$ cat src/rtl/mine_pkg.sv
// Shared constants and types for the Minesweeper board blocks.
package mine_pkg;

    localparam int MINE_BIT = 4;
    localparam int CNT_MSB  = 3;

    // Fibonacci taps 16/14/13/11 expressed as bit positions 15/13/12/10
    localparam logic [15:0] LFSR_TAPS    = 16'hB400;
    localparam logic [15:0] DEFAULT_SEED = 16'hACE1;
    localparam logic [4:0]  MINE_WORD    = 5'b10000;

    typedef enum logic [2:0] {
        S_IDLE,
        S_CLEAR,
        S_PLACE_RD,
        S_PLACE_CHK,
        S_CNT_RD,
        S_CNT_WR,
        S_FINISH
    } init_state_t;

    function automatic logic [15:0] lfsr_next(input logic [15:0] s);
        return {s[14:0], ^(s & LFSR_TAPS)};
    endfunction

endpackage

$ cat src/rtl/lfsr16.sv
// 16-bit Fibonacci LFSR with synchronous load and step enable.
module lfsr16
    import mine_pkg::*;
(
    input  logic        clk,
    input  logic        rst,
    input  logic        load,
    input  logic [15:0] load_val,
    input  logic        step,
    output logic [15:0] state
);

    // Load has priority over stepping; reset restores the default seed.
    always_ff @(posedge clk or negedge rst) begin
        if (!rst)
            state <= DEFAULT_SEED;
        else if (load)
            state <= load_val;
        else if (step)
            state <= lfsr_next(state);
    end

endmodule

$ cat src/rtl/board_init_ctrl.sv
// Board initialiser: clears the RAM, places mines away from the first-click
// cell, then writes each cell's neighbour-mine count.
module board_init_ctrl
    import mine_pkg::*;
#(
    parameter int ROW_W     = 3,
    parameter int COL_W     = 3,
    parameter int NUM_MINES = 10,
    localparam int AW = ROW_W + COL_W,
    localparam int MW = $clog2(NUM_MINES + 1)
) (
    input  logic          clk,
    input  logic          rst,
    input  logic          start,
    input  logic [15:0]   seed,
    input  logic [AW-1:0] safe_addr,
    output logic          busy,
    output logic          done,
    output logic [MW-1:0] mines_placed,
    output logic [AW-1:0] mem_addr,
    output logic          mem_we,
    output logic [4:0]    mem_wdata,
    input  logic [4:0]    mem_rdata
);

    init_state_t      state;
    logic [AW-1:0]    safe_q;
    logic [AW-1:0]    cand_q;
    logic [AW-1:0]    idx;
    logic [3:0]       k;
    logic             pend_nb;
    logic             pend_ctr;
    logic [CNT_MSB:0] acc;
    logic             cell_mine;
    logic             wr_phase;

    logic [15:0]      lfsr_q;
    logic [15:0]      seed_eff;
    logic             accept;
    logic [1:0]       kr;
    logic [1:0]       kc;
    logic [ROW_W:0]   nr;
    logic [COL_W:0]   nc;
    logic             nb_ok;
    logic [AW-1:0]    nb_addr;

    assign seed_eff = (seed == '0) ? DEFAULT_SEED : seed;
    assign accept   = !mem_rdata[MINE_BIT] && (cand_q != safe_q);

    lfsr16 u_lfsr (
        .clk      (clk),
        .rst      (rst),
        .load     (state == S_IDLE && start),
        .load_val (seed_eff),
        .step     (state == S_PLACE_RD),
        .state    (lfsr_q)
    );

    // Map read slot k to a row-major (dr,dc) offset and the neighbour address.
    // An offset of -1 or +ROWS/COLS both set the extra MSB, flagging out of bounds.
    always_comb begin
        case (k)
            4'd0:    {kr, kc} = 4'b0000;
            4'd1:    {kr, kc} = 4'b0001;
            4'd2:    {kr, kc} = 4'b0010;
            4'd3:    {kr, kc} = 4'b0100;
            4'd5:    {kr, kc} = 4'b0110;
            4'd6:    {kr, kc} = 4'b1000;
            4'd7:    {kr, kc} = 4'b1001;
            4'd8:    {kr, kc} = 4'b1010;
            default: {kr, kc} = 4'b0101;
        endcase
        nr      = (ROW_W+1)'(idx[AW-1:COL_W]) + (ROW_W+1)'(kr) - (ROW_W+1)'(1);
        nc      = (COL_W+1)'(idx[COL_W-1:0])  + (COL_W+1)'(kc) - (COL_W+1)'(1);
        nb_ok   = !nr[ROW_W] && !nc[COL_W];
        nb_addr = {nr[ROW_W-1:0], nc[COL_W-1:0]};
    end

    // RAM port decode from the current state.
    always_comb begin
        mem_addr  = '0;
        mem_we    = 1'b0;
        mem_wdata = '0;
        case (state)
            S_CLEAR: begin
                mem_addr = idx;
                mem_we   = 1'b1;
            end
            S_PLACE_RD:  mem_addr = lfsr_q[AW-1:0];
            S_PLACE_CHK: begin
                mem_addr  = cand_q;
                mem_we    = accept;
                mem_wdata = MINE_WORD;
            end
            S_CNT_RD:    mem_addr = nb_ok ? nb_addr : idx;
            S_CNT_WR: begin
                mem_addr  = idx;
                mem_we    = wr_phase;
                mem_wdata = {cell_mine, cell_mine ? 4'd0 : acc};
            end
            default: ;
        endcase
    end

    // Sequencer; read data is consumed one cycle after its slot via pend_* flags.
    always_ff @(posedge clk or negedge rst) begin
        if (!rst) begin
            state        <= S_IDLE;
            busy         <= 1'b0;
            done         <= 1'b0;
            mines_placed <= '0;
            safe_q       <= '0;
            cand_q       <= '0;
            idx          <= '0;
            k            <= '0;
            pend_nb      <= 1'b0;
            pend_ctr     <= 1'b0;
            acc          <= '0;
            cell_mine    <= 1'b0;
            wr_phase     <= 1'b0;
        end else begin
            case (state)
                S_IDLE: begin
                    done <= 1'b0;
                    if (start) begin
                        safe_q       <= safe_addr;
                        busy         <= 1'b1;
                        mines_placed <= '0;
                        idx          <= '0;
                        state        <= S_CLEAR;
                    end
                end
                S_CLEAR: begin
                    idx <= idx + 1'b1;
                    if (idx == '1)
                        state <= S_PLACE_RD;
                end
                S_PLACE_RD: begin
                    cand_q <= lfsr_q[AW-1:0];
                    state  <= S_PLACE_CHK;
                end
                S_PLACE_CHK: begin
                    state <= S_PLACE_RD;
                    if (accept) begin
                        mines_placed <= mines_placed + 1'b1;
                        if (mines_placed == MW'(NUM_MINES - 1)) begin
                            idx      <= '0;
                            k        <= '0;
                            acc      <= '0;
                            pend_nb  <= 1'b0;
                            pend_ctr <= 1'b0;
                            state    <= S_CNT_RD;
                        end
                    end
                end
                S_CNT_RD: begin
                    if (pend_nb && mem_rdata[MINE_BIT])
                        acc <= acc + 1'b1;
                    if (pend_ctr)
                        cell_mine <= mem_rdata[MINE_BIT];
                    pend_nb  <= nb_ok && (k != 4'd4);
                    pend_ctr <= (k == 4'd4);
                    if (k == 4'd8) begin
                        k        <= '0;
                        wr_phase <= 1'b0;
                        state    <= S_CNT_WR;
                    end else begin
                        k <= k + 1'b1;
                    end
                end
                S_CNT_WR: begin
                    if (!wr_phase) begin
                        if (pend_nb && mem_rdata[MINE_BIT])
                            acc <= acc + 1'b1;
                        if (pend_ctr)
                            cell_mine <= mem_rdata[MINE_BIT];
                        pend_nb  <= 1'b0;
                        pend_ctr <= 1'b0;
                        wr_phase <= 1'b1;
                    end else begin
                        acc      <= '0;
                        wr_phase <= 1'b0;
                        if (idx == '1) begin
                            busy  <= 1'b0;
                            done  <= 1'b1;
                            state <= S_FINISH;
                        end else begin
                            idx   <= idx + 1'b1;
                            state <= S_CNT_RD;
                        end
                    end
                end
                S_FINISH: begin
                    done  <= 1'b0;
                    state <= S_IDLE;
                end
                default: state <= S_IDLE;
            endcase
        end
    end

endmodule

$ cat config.mk
export PLATFORM = sky130hd
export DESIGN_NAME = board_init_ctrl
export DESIGN_NICKNAME = d
export VERILOG_FILES = /design/src/rtl/mine_pkg.sv /design/src/rtl/lfsr16.sv /design/src/rtl/board_init_ctrl.sv
export SDC_FILE = /design/constraint.sdc
export NUM_CORES = 1
export LEC_CHECK = 0
export BUFFER_PORTS_ARGS = -buffer_cell sky130_fd_sc_hd__buf_2
export CORE_UTILIZATION = 47
export CTS_CLUSTER_DIAMETER = 150
export DETAILED_ROUTE_END_ITERATION = 8
export PLACE_DENSITY = 0.77
export SYNTH_ARGS = -nofsm -noshare
export SYNTH_HDL_FRONTEND = slang
export SYNTH_HIERARCHICAL = 1
export SYNTH_SLANG_ARGS = --single-unit
$ cat constraint.sdc
create_clock -name clk -period 4.15 [get_ports clk]
set_input_delay 0.83 -clock clk [delete_from_list [all_inputs] [get_ports clk]]
set_output_delay 0.83 -clock clk [all_outputs]
set_load 0.02 [all_outputs]
# Yosys cells after proc, flatten, opt, wreduce, memory -nomap -nowiden
# Memories as Yosys holds them, arrays and structs flattened.
# Index checks and enable logic that the tools add are counted.
[totals]
register_bits = 55
ramBits = 0
latch_bits = 0
memories = 1
romBits = 64
in_bits = 30
[op_classes]
muxes = 50
bitwise = 0
magnitude_cmp = 0
shifts = 0
n_div = 0
n_mul = 0
n_reduce_logical = 32
n_addsub = 8
eq_ne = 21
[memory_table]
columns = ["name", "depth", "width", "read_ports", "rd_ports_with_merged_regs", "wr", "line_no", "rtl"]
rows = [
  ["(no name shown)", 16, 4, 1, 0, 0, "board_init_ctrl.sv:62", "case (k)"],
]
[ops]
columns = ["operator", "n"]
rows = [
  ["two-way mux 16 bit", 3],
  ["one-hot mux 6 bit (4 select lines)", 2],
  ["two-way mux 6 bit", 6],
  ["two-way mux 4 bit", 8],
  ["two-way mux 3 bit", 6],
  ["inequality test 2 bit, second input constant", 9],
  ["one-hot mux 3 bit (6 select lines)", 1],
  ["logical NOT 16 bit", 1],
  ["one-hot mux 4 bit (2 select lines)", 2],
  ["parity 16 bit", 1],
  ["adder 4 x 1 -> 4 bit, second input constant", 3],
  ["two-way mux 1 bit", 12],
  ["one-hot mux 4 bit (3 select lines)", 1],
  ["AND reduction 3 bit", 4],
  ["AND reduction 4 bit", 3],
  ["nonzero test 2 bit", 6],
  ["one-hot mux 5 bit (2 select lines)", 1],
  ["== test 3 bit, second input constant", 3],
  ["one-hot mux 1 bit (3 select lines)", 3],
  ["adder 3 x 2 -> 4 bit", 2],
  ["== test 4 bit, second input constant", 2],
  ["one-hot mux 1 bit (2 select lines)", 4],
  ["subtractor 4 x 1 -> 4 bit, second input constant", 2],
  ["adder 6 x 1 -> 6 bit, second input constant", 1],
  ["other kinds (15)", 25],
]

# Logic depth before layout (Yosys ltp)
# Gate-level depths: netlist of run 1.
# An unclocked memory read counts as a cell.
[logic_depth]
word_depth = 7
mapped_depth = 14

# Hierarchy
# Netlist of run 1, hierarchy kept.
[by_module_without_submodules]
columns = ["module", "n_inst", "area_each_um2", "cells_per_inst", "seq_area_each_um2"]
rows = [
  ["board_init_ctrl", 1, 2713.9, 301, 975.9],
  ["lfsr16", 1, 790.8, 73, 410.4],
]

# Least setup slack after synthesis of run 1
# No wires, ideal clock.
[synth_timing]
path_kind = "reg2out"
start = "register k[0]"
end = "output port mem_addr[4]"
stages_incl_launch_ff = 14
required_time_ns = 3.320
setup_slack_ns = 0.448
arrival_ns = 2.872
path_cell_list = "dfrtp_1 -> inv_1 -> ha_1 -> nor2b_1 -> nand2_1 -> o21a_1 -> ha_1 -> inv_1 -> ha_1 -> fa_1 -> xnor2_1 -> nor2_4 -> mux2i_1 -> o221ai_1"
[synth_via]
elab_chain_cells = 7
[synth_rtl]
columns = ["element", "line_no", "rtl"]
rows = [
  ["from (decl)", "board_init_ctrl.sv:30", "logic [3:0] k;"],
  ["from (signal assigned)", "board_init_ctrl.sv:168", "k <= k + 1'b1;"],
  ["memory (16 x 4 bit) (*)", "n/a", ""],
  ["adder 3 x 2 -> 4 bit, on equally long branches", "board_init_ctrl.sv:73, board_init_ctrl.sv:74", ""],
  ["subtractor 4 x 1 -> 4 bit, on equally long branches", "board_init_ctrl.sv:73, board_init_ctrl.sv:74", ""],
  ["logical NOT 1 bit", "board_init_ctrl.sv:75", "nb_ok = !nr[ROW_W] && !nc[COL_W];"],
  ["logical AND 1 bit", "board_init_ctrl.sv:75", ""],
  ["two-way mux 6 bit (*)", "board_init_ctrl.sv:95", "S_CNT_RD: mem_addr = nb_ok ? nb_addr : idx;"],
  ["one-hot mux 6 bit (4 select lines) (*)", "board_init_ctrl.sv:84", "case (state)"],
  ["to (decl)", "board_init_ctrl.sv:20", "output logic [AW-1:0] mem_addr,"],
]
# Every way passes the cells marked *; elsewhere a longest branch is shown, timed or not.

# Worst setup path in the final report of run 1
[layout_timing]
start = "register k[1]"
end = "output port mem_addr[4]"
# Same word-level chain as after synthesis.

==> results of run 1 <==
-- worst min path at each step --
| stage | from | to | slack [ns] | cells past startpoint |
|---|---|---|---|---|
| after global routing | pend_ctr | pend_ctr | 0.51 | 1 |
| after global placement | pend_ctr | pend_ctr | 0.48 | 1 |
| after detailed placement | pend_ctr | pend_ctr | 0.48 | 1 |
| after floorplan | pend_ctr | pend_ctr | 0.46 | 1 |
| final | rst | k[0] | 0.51 | 1 |
| after CTS | pend_ctr | pend_ctr | 0.50 | 1 |
-- critical path: stages (launching register included) --
cell and delay [ns]:
dfrtp_1 0.43, inv_2 0.10, ha_4 0.13, nor2b_4 0.18, nand2_4 0.09, o21a_1 0.13, ha_1 0.27, inv_1 0.04
ha_2 0.18, fa_2 0.40, xnor2_4 0.17, nor2_4 0.21, mux2i_1 0.21, o221ai_1 0.14, buf_2 0.19
-- final cells by class --
| cell class | instances | area (um2) |
|---|---|---|
| inverter | 20 | 75.1 |
| sequential | 55 | 1390 |
| fill | 657 | 3280 |
| timing repair buffer | 52 | 288 |
| clock buffer | 6 | 72.6 |
| multi-input combinational | 274 | 1970 |
| clock inverter | 2 | 16.3 |
| tap | 99 | 124 |
-- flip-flops by register name, summed over array words and instances, names as in the netlist, 3 cells and up --
register and cells:
mines_placed 4, idx 6, acc 4, k 4
cand_q 6, safe_q 6, u_lfsr/state 16, state 3
-- power groups by stage --
stage,sequential [mW],combinational (mW),clock [mW]
final,0.859,0.890,0.304
after detailed placement,0.864,0.816,0
after global routing,0.884,0.999,0.331
after global placement,0.856,0.786,0
after floorplan,0.794,0.699,0
after CTS,0.857,0.854,0.314
-- per-stage QoR --
stage | util (%) | setup TNS, ns | std cells
after CTS | 53.3 | 0 | 503
final | 54.5 | 0 | 508
after floorplan | - | 0 | 374
after detailed placement | 51.5 | 0 | 493
after global routing | 54.5 | -0.0598 | 508
after global placement | 51.5 | 0 | 493
-- metal layers --
layer,vias up,global-route usage (%)
li1,1364,-
met1,1301,24.3
met2,87,34.4
met3,14,2.99
met4,0,7.48
met5,-,0
-- logic make-up (layout without fill, tap and decap cells) --
family | after synthesis | in the layout | synth area share (%)
AOI/OAI and AO/OA | 82 | 82 | 16.0
xor gates and xnor gates | 14 | 14 | 3.50
adders and majority gates | 17 | 17 | 6.50
buffers and inverters | 46 | 80 | 6.35
DFF | 55 | 55 | 39.6
muxes | 36 | 36 | 10.5
and+or+nand+nor | 124 | 125 | 17.6
-- repair_timing --
action,CTS,global route
endpoints found under the setup margin,6,6
cloned,1,0
resized for setup,6,12
pin swaps,1,6
setup buffers,1,5
-- layout by cell type (no fill, tap or decap), types with 11 or more instances in the layout --
master | netlist | layout
buf_2 | 9 | 41
mux2i_1 | 29 | 29
nand3_1 | 11 | 11
nor2_1 | 17 | 17
nand2_1 | 51 | 49
o21ai_0 | 14 | 13
o21ai_1 | 18 | 19
buf_4 | 0 | 11
inv_1 | 19 | 17
dfrtp_1 | 47 | 47
ha_1 | 15 | 13
nand2b_1 | 14 | 14
==> results.py, run 1 <==
metrics = {
    "status": {
        "outcome": "finished, final reports clean",
    },
    "pwr": {
        "comb_power_share_pct": 43.3,
        "ir_worst_vdd_mv": 0.262,
        "power.switching_mw": 0.829,
        "total_power_mw": 2.05,
        "p_int_mw": 1.22,
        "power.leakage_nw": 1.80,
        "seq_power_share_pct": 41.9,
        "p_sw_share_pct": 40.4,
        "pwr-share-clk_pct": 14.8,
        "power_density_nw_per_um2": 522,
    },
    "synth": {
        "ys.flop_type": "dfrtp_1",
        "ys_warn_count": 6,
        "synth_area_leaders": "dfrtp_1 34%, mux2i_1 8.3%, dfstp_2 6.0%",
        "ys_top_cells_by_count": "51 x nand2_1, 47 x dfrtp_1, 29 x mux2i_1",
        "async_flop_share_pct": 100,
        "netlist_area_um2": 3500,
        "yosysTopAreaCellShare_pct": 33.6,
        "ys_seq_area_share_pct": 39.6,
        "synth_seq_cells": 55,
        "synth.largest_area_cell": "dfrtp_1",
        "syn_area_per_cell_um2": 9.37,
        "netlist_instances": 374,
        "yosysMostFrequentCell": "nand2_1",
        "synth_cell_type_count": 58,
        "synthesis.nets": 421,
        "synth-edff-count": 0,
    },
    "finish": {
        "drive_gt1_share_pct": 24.2,
        "insertedDiodeCount": 0,
        "nets": 455,
        "design_area_um2": 3930,
        "layout-area-overhead-vs-synth_pct": 12.2,
    },
    "floorplan": {
        "die_h_um": 88.4,
        "fp.coreArea_um2": 7210,
        "initial_core_util_pct": 48.6,
        "fp.dieW_um": 88.4,
        "row_count": 31,
        "io_pins": 48,
        "dieArea_um2": 7810,
    },
    "drt": {
        "first_iter_violations": 176,
        "top_layer_used": "met4",
        "wl_met1_um": 3120,
        "post-route-drc-count": 0,
        "vias_per_cell": 5.44,
        "wl_met2_um": 3590,
        "firstDrtPassIters": 4,
        "routedWlPerCell_um": 14.1,
        "met3_length_um": 317,
        "num_vias": 2766,
        "final_antenna_net_count": 0,
        "wl_um": 7160,
    },
    "timing": {
        "fin_hold_ws_ns": 0.507,
        "fin_ws_ns": 0.114,
        "tightest_slew_ns": 0.785,
        "setup_violations": 0,
        "slew_viol_final": 0,
        "fin_crit_ns": 4.04,
        "fmaxAchievable_mhz": 248,
        "rsz0062_at_grt": "yes",
        "fin_skew_ns": 0.0135,
        "slew_headroom_pct": 47.6,
        "hold_viol": 0,
        "finalCritPeriodShare_pct": 97.3,
    },
    "global_routing": {
        "grt_pass1_vias": 2632,
        "grt_overflow": 0,
        "antenna_found_initial": 0,
        "grt_max_degree": 41,
        "gr-usage-all-layers_pct": 19.6,
        "grt_pass1_wl_um": 11900,
    },
    "cts": {
        "cts_sinks": 55,
        "insertion_delay_ns": 0.31,
        "cts_tree": "built",
        "clockBufferDepth": 2,
        "htree_levels": 2,
        "holdBufCountCts": 0,
        "root_buffer": "clkbuf_8",
        "numCtsBuffers": 5,
        "clk_pin_slew_ns": 0.11,
    },
    "place": {
        "place_ws_ns": 0.0965,
        "dpl.hpwl_um": 5300,
        "place_congestion": 0.849,
        "place_area_um2": 3720,
        "port_buffers": 43,
    },
    "worst_setup_path": {
        "cp-end-kind": "output pin",
        "path_class": "flip-flop to output pin",
        "rr_startpoint": "k[1]",
        "cp_max_fo": 7,
        "worstPathRequired_ns": 3.32,
        "rr_endpoint": "pend_nb",
        "reg2regPathDepth": 12,
        "r2r_setup_slack_ns": 1.46,
        "cp-start-kind": "flip-flop",
        "arrival_ns": 3.21,
        "crit_path_start": "k[1]",
        "cp-endpoint": "mem_addr[4]",
    },
    "job": {
        "maxCapViolCount": 0,
    },
    "min_path": {
        "hold_class": "input port to async pin",
    },
}
Note: power is estimated with default switching activity, not from simulation.
==> run 2, diff against run 1 <==
--- a/config.mk
+++ b/config.mk
@@ -9,7 +9,7 @@
 export CORE_UTILIZATION = 47
 export CTS_CLUSTER_DIAMETER = 150
 export DETAILED_ROUTE_END_ITERATION = 8
-export PLACE_DENSITY = 0.77
+export PLACE_DENSITY = 0.8
 export SYNTH_ARGS = -nofsm -noshare
 export SYNTH_HDL_FRONTEND = slang
 export SYNTH_HIERARCHICAL = 1
==> constraint.sdc (replaced) <==
create_clock -name clk -period 3.58 [get_ports clk]
set_input_delay 0.716 -clock clk [delete_from_list [all_inputs] [get_ports clk]]
set_output_delay 0.716 -clock clk [all_outputs]
set_load 0.02 [all_outputs]
==> results.py, run 2 (same netlist as run 1, synthesis figures left out) <==
metrics = {
    "finish": {
        "largest_reg_flops": 16,
        "drive_gt1_share_pct": 27.5,
        "regMostFlops": "u_lfsr/state",
        "nFillCells": 633,
        "multiInputGateArea_um2": 2010,
        "nets": 465,
        "layout-area-overhead-vs-synth_pct": 15.6,
        "insertedDiodeCount": 0,
        "final_common_cell": "nand2_1",
        "layout_common_cells": "50 x nand2_1, 47 x dfrtp_1, 42 x buf_2",
        "seq_area_um2": 1390,
        "fin_util_pct": 56.2,
    },
    "timing": {
        "rsz0062_at_grt": "yes",
        "fin_ws_ns": -0.223,
        "fin_hold_ws_ns": 0.355,
        "tightest_slew_ns": 0.788,
        "slew_viol_final": 0,
        "hold_viol": 0,
        "fmaxAchievable_mhz": 263,
        "setup_violations": 6,
        "slew_headroom_pct": 47.5,
        "fin_crit_ns": 3.80,
        "fin_skew_ns": 0.0109,
        "setup-tns-final_ns": -1.13,
        "finalCritPeriodShare_pct": 106,
    },
    "status": {
        "outcome": "finished with violations",
        "violations": "design-rule violations, negative setup slack",
    },
    "drt": {
        "routedWlPerCell_um": 13.7,
        "wl_met2_um": 3690,
        "final_antenna_net_count": 0,
        "wl_um": 7070,
        "wl_met1_um": 3060,
        "met3_length_um": 234,
        "post-route-drc-count": 2,
        "vias_per_cell": 5.30,
        "num_vias": 2740,
        "first_iter_violations": 190,
        "firstDrtPassIters": 6,
        "top_layer_used": "met4",
    },
    "global_routing": {
        "grt_overflow": 0,
        "grt_max_degree": 41,
        "grt_pass1_vias": 2580,
        "grt_pass1_wl_um": 11400,
        "gr-usage-all-layers_pct": 18.8,
        "antenna_found_initial": 0,
    },
    "worst_setup_path": {
        "path_class": "flip-flop to output pin",
        "path_delay_family": "adder cells",
        "critPathBufInv": 4,
        "worst_path_max_delay_cell": "dfrtp_1",
        "arrival_ns": 3.09,
        "path_cells": "inv_2 -> ha_4 -> nor2b_4 -> nand2_4 -> o21a_1 -> ha_1 -> inv_1 -> ha_2 -> fa_2 -> xnor2_4 -> nor2_4 -> buf_4 -> mux2i_1 -> o21ai_1 -> buf_2",
        "r2r_setup_slack_ns": 0.93,
        "cp_max_fo": 5,
        "worstPathRequired_ns": 2.86,
        "cp-start-kind": "flip-flop",
        "cp_slowest_stage_delay_ns": 0.40,
        "cp-end-kind": "output pin",
    },
    "pwr": {
        "power.leakage_nw": 1.85,
        "power_density_nw_per_um2": 600,
        "ir_worst_vdd_mv": 0.273,
    },
    "cts": {
        "cts_tree": "built",
        "insertion_delay_ns": 0.31,
        "clockBufferDepth": 2,
        "clk_pin_slew_ns": 0.09,
        "holdBufCountCts": 0,
        "root_buffer": "clkbuf_8",
        "cts_sinks": 55,
        "numCtsBuffers": 5,
        "htree_levels": 2,
    },
    "place": {
        "place_congestion": 0.865,
        "dpl.hpwl_um": 5180,
        "port_buffers": 43,
    },
    "floorplan": {
        "fp.coreArea_um2": 7210,
        "initial_core_util_pct": 48.6,
        "dieArea_um2": 7810,
        "fp.dieW_um": 88.4,
        "die_h_um": 88.4,
        "io_pins": 48,
        "row_count": 31,
    },
    "job": {
        "maxCapViolCount": 0,
    },
    "min_path": {
        "hold_class": "input port to async pin",
    },
}
## run 2: area by class of cell
cell class	count	area share (%)
well taps	99	3.06
multi-input cells	274	49.7
repair buffers	62	9.17
inverters	20	1.85
clock inverters	1	0.185
clock buffers	6	1.79
flip-flops and latches	55	34.2
## run 2: final timing paths
| check | from | to | depth (start not counted) |
|---|---|---|---|
| max | k[0] | mem_addr[1] | 15 |
| min | rst | k[0] | 1 |
| max reg2reg | k[0] | pend_nb | 13 |
| min reg2reg | safe_q[3] | safe_q[3] | 2 |
| max in group asynchronous | rst | u_lfsr/state[0] | 2 |
| min in group clk | safe_q[3] | safe_q[3] | 2 |
## run 2: repair_timing
action,CTS,global route
gates resized for setup,25,4
setup endpoints to repair,6,6
setup buffers,6,2
gates cloned,1,0
pin swaps,13,4
## run 2: worst reg2reg max path, cell delays in order (launching register included)
cell     delay (ns)
dfrtp_1        0.40
inv_2          0.09
ha_4           0.13
nor2b_4        0.17
nand2_4        0.08
o21a_1         0.13
ha_1           0.27
inv_1          0.04
ha_2           0.17
fa_2           0.40
xnor2_4        0.19
nor2_2         0.11
buf_4          0.14
a32o_1         0.23
## run 2: power breakdown
group	internal [mW]	total [mW]	switching, mW	leakage [nW]
registers	0.808	1.00	0.193	0.671
clock network	0.135	0.327	0.193	0.0373
logic	0.521	1.10	0.582	1.14
## run 2: layer usage
layer	global-route usage (%)	up-vias
met2	34.0	57
met1	22.8	1289
met5	0	-
met3	3.17	7
met4	6.01	0
li1	-	1387
## run 2: metrics by stage
step                      worst slack (ns)  power [mW]  area (um2)  std cells
after floorplan                     0.0624        1.74        3510        374
after global placement             -0.0786        1.90        3780        501
after detailed placement            -0.126        1.95        3780        501
after CTS                           -0.234        2.41        4020        515
after global routing                -0.328        2.60        4050        517
final                               -0.223        2.43        4050        517
